==> config.mk <==
export PLATFORM = sky130hd
export DESIGN_NAME = puf_eval_ctrl
export DESIGN_NICKNAME = d
export VERILOG_FILES = /design/src/rtl/puf_eval_ctrl.sv
export SDC_FILE = /design/constraint.sdc
export NUM_CORES = 1
export LEC_CHECK = 0
export BUFFER_PORTS_ARGS = -buffer_cell sky130_fd_sc_hd__buf_2
export CORE_UTILIZATION = 50
export CTS_CLUSTER_SIZE = 8
export DETAILED_ROUTE_END_ITERATION = 10
export GPL_TIMING_DRIVEN = 0
export PLACE_DENSITY = 0.81
export SLEW_MARGIN = 20
export SYNTH_ARGS = -nofsm -noshare
export SYNTH_HDL_FRONTEND = slang
export SYNTH_SLANG_ARGS = --single-unit
==> constraint.sdc <==
create_clock -name clk_i -period 9.76 [get_ports clk_i]
set_input_delay 0.976 -clock clk_i [delete_from_list [all_inputs] [get_ports clk_i]]
set_output_delay 0.976 -clock clk_i [all_outputs]
set_load 0.01 [all_outputs]
==> src/rtl/puf_eval_ctrl.sv <==
// puf_eval_ctrl: sequences repeated PUF evaluations (reset, trigger, settle,
// sample) and reports the last raw response, a ones count and a majority bit.
//
// state  | meaning
// -------+-----------------------------------------------------------
// IDLE   | waiting for start; PUF held in reset
// CLEAR  | one-cycle PUF reset before each evaluation
// FIRE   | trigger held while the settle counter runs
// SAMPLE | trigger still high; response captured, eval counter bumped
// DONE   | results copied to the outputs, result_valid pulsed next cycle
//
// All outputs are registered from the current state, so they trail the
// state register by one cycle (e.g. result_valid is high the cycle after DONE).
module puf_eval_ctrl #(
    parameter int CHALLENGE_WIDTH  = 64,
    parameter int PDL_CONFIG_WIDTH = 64,
    parameter int RESPONSE_WIDTH   = 6,
    parameter int SETTLE_CYCLES    = 16,
    parameter int REPEAT_WIDTH     = 8
) (
    input  logic                        clk_i,
    input  logic                        reset_i,
    input  logic                        start_i,
    input  logic [CHALLENGE_WIDTH-1:0]  challenge_in_i,
    input  logic [PDL_CONFIG_WIDTH-1:0] pdl_config_in_i,
    input  logic [REPEAT_WIDTH-1:0]     repeat_count_i,
    output logic                        busy_o,
    output logic                        result_valid_o,
    output logic [REPEAT_WIDTH-1:0]     ones_count_o,
    output logic                        majority_o,
    output logic [RESPONSE_WIDTH-1:0]   last_raw_response_o,
    output logic [CHALLENGE_WIDTH-1:0]  puf_challenge_o,
    output logic [PDL_CONFIG_WIDTH-1:0] puf_pdl_config_o,
    output logic                        puf_trigger_o,
    output logic                        puf_reset_o,
    input  logic [RESPONSE_WIDTH-1:0]   puf_raw_response_i,
    input  logic                        puf_xor_response_i
);

    localparam int SW = $clog2(SETTLE_CYCLES + 1);
    localparam logic [SW-1:0] SETTLE_LAST = SW'(SETTLE_CYCLES - 1);

    typedef enum logic [2:0] {
        S_IDLE,
        S_CLEAR,
        S_FIRE,
        S_SAMPLE,
        S_DONE
    } state_t;

    state_t                      state_q, state_d;
    logic [CHALLENGE_WIDTH-1:0]  chal_q, chal_d;
    logic [PDL_CONFIG_WIDTH-1:0] pdl_q, pdl_d;
    logic [REPEAT_WIDTH-1:0]     n_q, n_d;
    logic [REPEAT_WIDTH-1:0]     eval_q, eval_d;
    logic [REPEAT_WIDTH-1:0]     acc_q, acc_d;
    logic [SW-1:0]               settle_q, settle_d;
    logic [RESPONSE_WIDTH-1:0]   raw_q, raw_d;
    logic                        busy_q, busy_d;
    logic                        valid_q, valid_d;
    logic [REPEAT_WIDTH-1:0]     ones_q, ones_d;
    logic                        maj_q, maj_d;
    logic [RESPONSE_WIDTH-1:0]   last_raw_q, last_raw_d;
    logic                        trig_q, trig_d;
    logic                        preset_q, preset_d;
    logic [REPEAT_WIDTH-1:0]     eval_inc;

    assign eval_inc = eval_q + REPEAT_WIDTH'(1);

    // Next-state, datapath updates and registered-output values.
    always_comb begin
        state_d    = state_q;
        chal_d     = chal_q;
        pdl_d      = pdl_q;
        n_d        = n_q;
        eval_d     = eval_q;
        acc_d      = acc_q;
        settle_d   = settle_q;
        raw_d      = raw_q;
        ones_d     = ones_q;
        maj_d      = maj_q;
        last_raw_d = last_raw_q;

        busy_d     = (state_q != S_IDLE);
        valid_d    = (state_q == S_DONE);
        trig_d     = (state_q == S_FIRE) || (state_q == S_SAMPLE);
        preset_d   = !trig_d;

        case (state_q)
            S_IDLE: begin
                if (start_i) begin
                    chal_d  = challenge_in_i;
                    pdl_d   = pdl_config_in_i;
                    n_d     = (repeat_count_i == '0) ? REPEAT_WIDTH'(1) : repeat_count_i;
                    eval_d  = '0;
                    acc_d   = '0;
                    state_d = S_CLEAR;
                end
            end
            S_CLEAR: begin
                settle_d = '0;
                state_d  = S_FIRE;
            end
            S_FIRE: begin
                settle_d = settle_q + SW'(1);
                if (settle_q == SETTLE_LAST) begin
                    state_d = S_SAMPLE;
                end
            end
            S_SAMPLE: begin
                raw_d  = puf_raw_response_i;
                acc_d  = acc_q + {{(REPEAT_WIDTH-1){1'b0}}, puf_xor_response_i};
                eval_d = eval_inc;
                state_d = (eval_inc == n_q) ? S_DONE : S_CLEAR;
            end
            S_DONE: begin
                ones_d     = acc_q;
                maj_d      = ({acc_q, 1'b0} > {1'b0, n_q});
                last_raw_d = raw_q;
                state_d    = S_IDLE;
            end
            default: begin
                state_d = S_IDLE;
            end
        endcase
    end

    // State, datapath and output registers; reset aborts any evaluation.
    always_ff @(posedge clk_i or posedge reset_i) begin
        if (reset_i) begin
            state_q    <= S_IDLE;
            chal_q     <= '0;
            pdl_q      <= '0;
            n_q        <= '0;
            eval_q     <= '0;
            acc_q      <= '0;
            settle_q   <= '0;
            raw_q      <= '0;
            busy_q     <= 1'b0;
            valid_q    <= 1'b0;
            ones_q     <= '0;
            maj_q      <= 1'b0;
            last_raw_q <= '0;
            trig_q     <= 1'b0;
            preset_q   <= 1'b1;
        end else begin
            state_q    <= state_d;
            chal_q     <= chal_d;
            pdl_q      <= pdl_d;
            n_q        <= n_d;
            eval_q     <= eval_d;
            acc_q      <= acc_d;
            settle_q   <= settle_d;
            raw_q      <= raw_d;
            busy_q     <= busy_d;
            valid_q    <= valid_d;
            ones_q     <= ones_d;
            maj_q      <= maj_d;
            last_raw_q <= last_raw_d;
            trig_q     <= trig_d;
            preset_q   <= preset_d;
        end
    end

    assign busy_o              = busy_q;
    assign result_valid_o      = valid_q;
    assign ones_count_o        = ones_q;
    assign majority_o          = maj_q;
    assign last_raw_response_o = last_raw_q;
    assign puf_challenge_o     = chal_q;
    assign puf_pdl_config_o    = pdl_q;
    assign puf_trigger_o       = trig_q;
    assign puf_reset_o         = preset_q;

endmodule
# == Word-level counts from Yosys, hierarchy flattened ==
# Cells that the tools add are included.
# totals
register_bits,185
in_bits,146
out_inout_bits,147
word_cells,46
# classes
n_addsub,3
magnitude_cmp,1
n_eq_ne,8
mux,9
reduce_logical,10
# ops
operator,n
one-hot mux 8 bit (2 select lines),2
two-way mux 8 bit,2
one-hot mux 3 bit (4 select lines),1
one-hot mux 5 bit (2 select lines),1
greater-than comparator 9 x 8 -> 1 bit,1
two-way mux 3 bit,3
adder 8 x 1 -> 8 bit,1
"adder 8 x 1 -> 8 bit, second input constant",1
== test 8 bit,1
logical NOT 8 bit,1
"== test 3 x 2 -> 1 bit, second input constant",2
AND reduction 2 bit,3
"adder 5 x 1 -> 5 bit, second input constant",1
"== test 5 x 4 -> 1 bit, second input constant",1
nonzero test 2 bit,2
"== test 3 x 1 -> 1 bit, second input constant",1
"== test 3 bit, second input constant",1
logical NOT 3 bit,1
nonzero test 3 bit,1
"inequality test 2 x 1 -> 1 bit, second input constant",1
"inequality test 2 bit, second input constant",1
logical NOT 1 bit,1
logical OR 1 bit,1

# == Depth between registers and ports, before layout ==
# logic_depth
word_depth,4
ltp_mapped,8

# == Least setup slack after synthesis ==
# Ideal clock, no wire load.
# synth_timing
kind,input port to flip-flop
startpoint,input port start_i
endpoint,register pdl_q[0] (netlist: puf_pdl_config_o[0])
setup_time_ns,0.117
t_arrival_ns,1.930
slack_ns,7.714
stages,6
n_path_buf,3
cell_sequence,or4b_1 -> buf_2 -> buf_6 -> buf_2 -> nand2_1 -> nand2_1
# synth_via
elab_chain_cells,1
# synth_lines
item,line,source
from (decl),23,"input logic start_i,"
AND reduction 2 bit (no line),n/a,
to (signal assigned),149,pdl_q <= pdl_d;
to (decl),53,"logic [PDL_CONFIG_WIDTH-1:0] pdl_q, pdl_d;"
# No other way between the ends.
# A chain may end at the register's enable or synchronous reset.

# == Worst setup path after layout ==
# layout_timing
startpoint,register preset_q (netlist: puf_reset_o)
endpoint,output port puf_reset_o
# layout_lines
item,line,source
from (decl),65,"logic preset_q, preset_d;"
from (signal assigned),161,preset_q <= preset_d;
to (decl),35,"output logic puf_reset_o,"
# No word-level cell between the ends.

==> results.cfg <==
[setup_path]
critical_path_required_ns = 8.78
cp_cell_sequence = buf_2
cp_top_family = flip-flops
arrival_ns = 1.07
cp_slowest_cell = dfstp_2
end_kind = output pin
crit_path_max_incr_delay_ns = 0.52
regToRegSetupSlack_ns = 7.84
critPathKind = flop to output pin
start_kind = flop
cp_num_buf_inv = 1
worstPathMaxFanout = 1

[clock_tree]
postCtsHoldBufs = 0
clk_pin_slew_worst_paths_ns = 0.06
numCtsBuffers = 17
ctsHtreeMaxLevel = 4
post-cts-setup-buffers = 0
clockBufferDepth = 2
cts_resized = 0
cts-root-buf = clkbuf_16
clkLatencyLatePin_ns = 0.43
cts_tree = done
clock_sinks = 185

[global_route]
antenna_found_initial = 0
top_usage_layer = met2
use_met1_pct = 30.6
grtUsageTotal_pct = 25.4
use_met2_pct = 43.9
overflow = 0
grt_pass1_vias = 6463
grt_start_max_net_pins = 105
grt_pass1_wl_mm = 31.4
grt_use_met3_pct = 7.31

[finish]
area_growth_syn_to_layout_pct = 30.4
drive_gt1_share_pct = 32.6
diodes = 0
fin_nets = 1289

[synthesis]
synthesis.area_sq_um = 7640
syn_nets = 977
avgSynthCellArea_sq_um = 9.33
synthTopCellsByArea = dfrtp_1, nand2_1, o21ai_0, mux2_2, ha_1
synthArstFlopShare_pct = 100
synth_edf_count = 0
syn-instance-count = 819
synth_top_area_share_pct = 60.2
seq_area_frac_synth_pct = 60.6
synth_cell_types = 43
yosys.area.top_type = dfrtp_1
synth_flop_cell = dfrtp_1
yosys_warnings = 0
synth-seq-cells = 185

[hold_path]
holdCritPathClass = flop to flop

[floorplanning]
fp.dieW_microns = 126
initial_core_util_pct = 52.0
coreArea_sq_um = 14700
io_pins = 293
rows = 44
die_h_microns = 126
die_area_sq_um = 15800

[timing]
hold_ws_ns = 0.468
hold_viol_final = 0
min_period_ns = 2.04
fmax_mhz = 489
fin_tns_setup_ns = 0
rsz0062_at_grt = no
worst_slew_margin_rel_pct = 62.0
slew_viol_final = 0
fin_crit_sh_pct = 21.0
worst_slew_pin_slew_ns = 0.570
clock_skew_ns = 0.00870
setup_viol = 0

[power_and_ir_drop]
leakagePower_nw = 6.02
ir_drop_mv = 0.117
p_per_area_nw_per_um2 = 152

[outcome]
violations = DRC
status = complete, but fails checks

[routing]
firstDrtPassIters = 11
drtAntennaViolNets = 0
post_drt_wl_per_cell_microns = 14.6
totalWireLength_mm = 19.3
viasPerCell = 4.90
drt_iter0_markers = 312
drc = 23
vias = 6496

[place]
portBuffers = 292
gp_congestion = 0.842
dpl.hpwl_mm = 14.3

[flow_run]
drv_cap = 0
-- flip-flops by register name, summed over array words and instances, names as in the netlist --
signal,count
state_q,3
busy_o,1
acc_q,8
puf_reset_o,1
settle_q,5
result_valid_o,1
raw_q,6
n_q,8
eval_q,8
last_raw_response_o,6
puf_trigger_o,1
ones_count_o,8
majority_o,1
puf_challenge_o,64
puf_pdl_config_o,64
-- synthesized netlist by cell type, types with 2 or more instances --
cell and n:
xor2_1 6, xnor2_1 9, a21o_1 2, mux2_2 14
nand4_1 4, and3_1 6, o21ai_1 2, dfrtp_1 184
o21ai_0 32, nand3_1 16, or3_1 2, buf_4 2
inv_1 11, a22oi_1 2, a21oi_1 9, buf_2 16
nand2_1 433, clkbuf_1 11, nor3_1 4, nor2_1 9
ha_1 12, buf_6 12
-- path summary, 6_finish.rpt --
path	start	endpoint	cells after the start
worst max-delay path	puf_reset_o	puf_reset_o	1
max in group asynchronous	reset_i	puf_reset_o	3
worst min-delay path	raw_q[5]	raw_q[5]	2
worst max register to register	eval_q[0]	state_q[0]	6
min in group asynchronous	reset_i	puf_challenge_o[7]	2
worst min register to register	raw_q[5]	raw_q[5]	2
-- final cells by class --
class	instances	area, sq um
fillers	1187	4730
clock inverters	10	145
plain buffers	41	272
flip-flops and latches	185	4630
clock buffers	21	450
multi-input cells	581	2700
well taps	184	230
inverters	12	52.6
repair buffers	293	1490
-- routing by layer --
| metal | part of all wire, % | wire length, microns |
|---|---|---|
| met2 | 49 | 9510 |
| met4 | 2.6 | 510 |
| met5 | 0 | 0 |
| met1 | 41 | 7920 |
| met3 | 7.2 | 1380 |
-- power breakdown --
part	internal [W]	switching [W]	leakage, nW
clock	0.000410	0.000286	0.272
combinational	0.0000239	0.0000255	3.26
sequential	0.000769	0.00000173	2.49
-- logic make-up (layout without fill, tap and decap cells) --
family / after synthesis / after routing / synth area share (%)
flops: 185 / 185 / 60.6
simple gates: 484 / 484 / 25.1
mux: 15 / 15 / 2.19
fa+ha+maj: 12 / 12 / 1.96
compound gates: 54 / 54 / 3.99
buf+inv: 53 / 377 / 4.14
xor+xnor: 16 / 16 / 2.01
-- metrics by stage --
stage / total power [W] / area (sq um) / util, % / setup WS (ns) / instances
after floorplan: 0.000800 / 7640 / - / 3.76 / 819
after global placement: 0.000833 / 9340 / 63.5 / 1.84 / 1295
after detailed placement: 0.000835 / 9370 / 63.7 / 7.44 / 1296
after CTS: 0.00153 / 9970 / 67.8 / 7.70 / 1327
after global routing: 0.00157 / 9970 / 67.8 / 7.66 / 1327
final: 0.00152 / 9970 / 67.8 / 7.72 / 1327
-- placed cells by master, fill, tap and decap left out, types with 2 or more instances in the layout --
master / n
or3_1: 2
o21ai_0: 32
nand2_1: 433
ha_1: 12
buf_6: 12
nand3_1: 16
bufinv_16: 3
and3_1: 6
nand4_1: 4
o21ai_1: 2
buf_4: 2
mux2_2: 14
clkbuf_16: 17
clkinvlp_4: 5
xnor2_1: 9
clkbuf_1: 14
xor2_1: 6
nor3_1: 4
buf_2: 308
inv_1: 10
dfrtp_1: 184
a22oi_1: 2
nor2_1: 9
a21oi_1: 9
a21o_1: 2
Power figures use the tool's default switching activity.
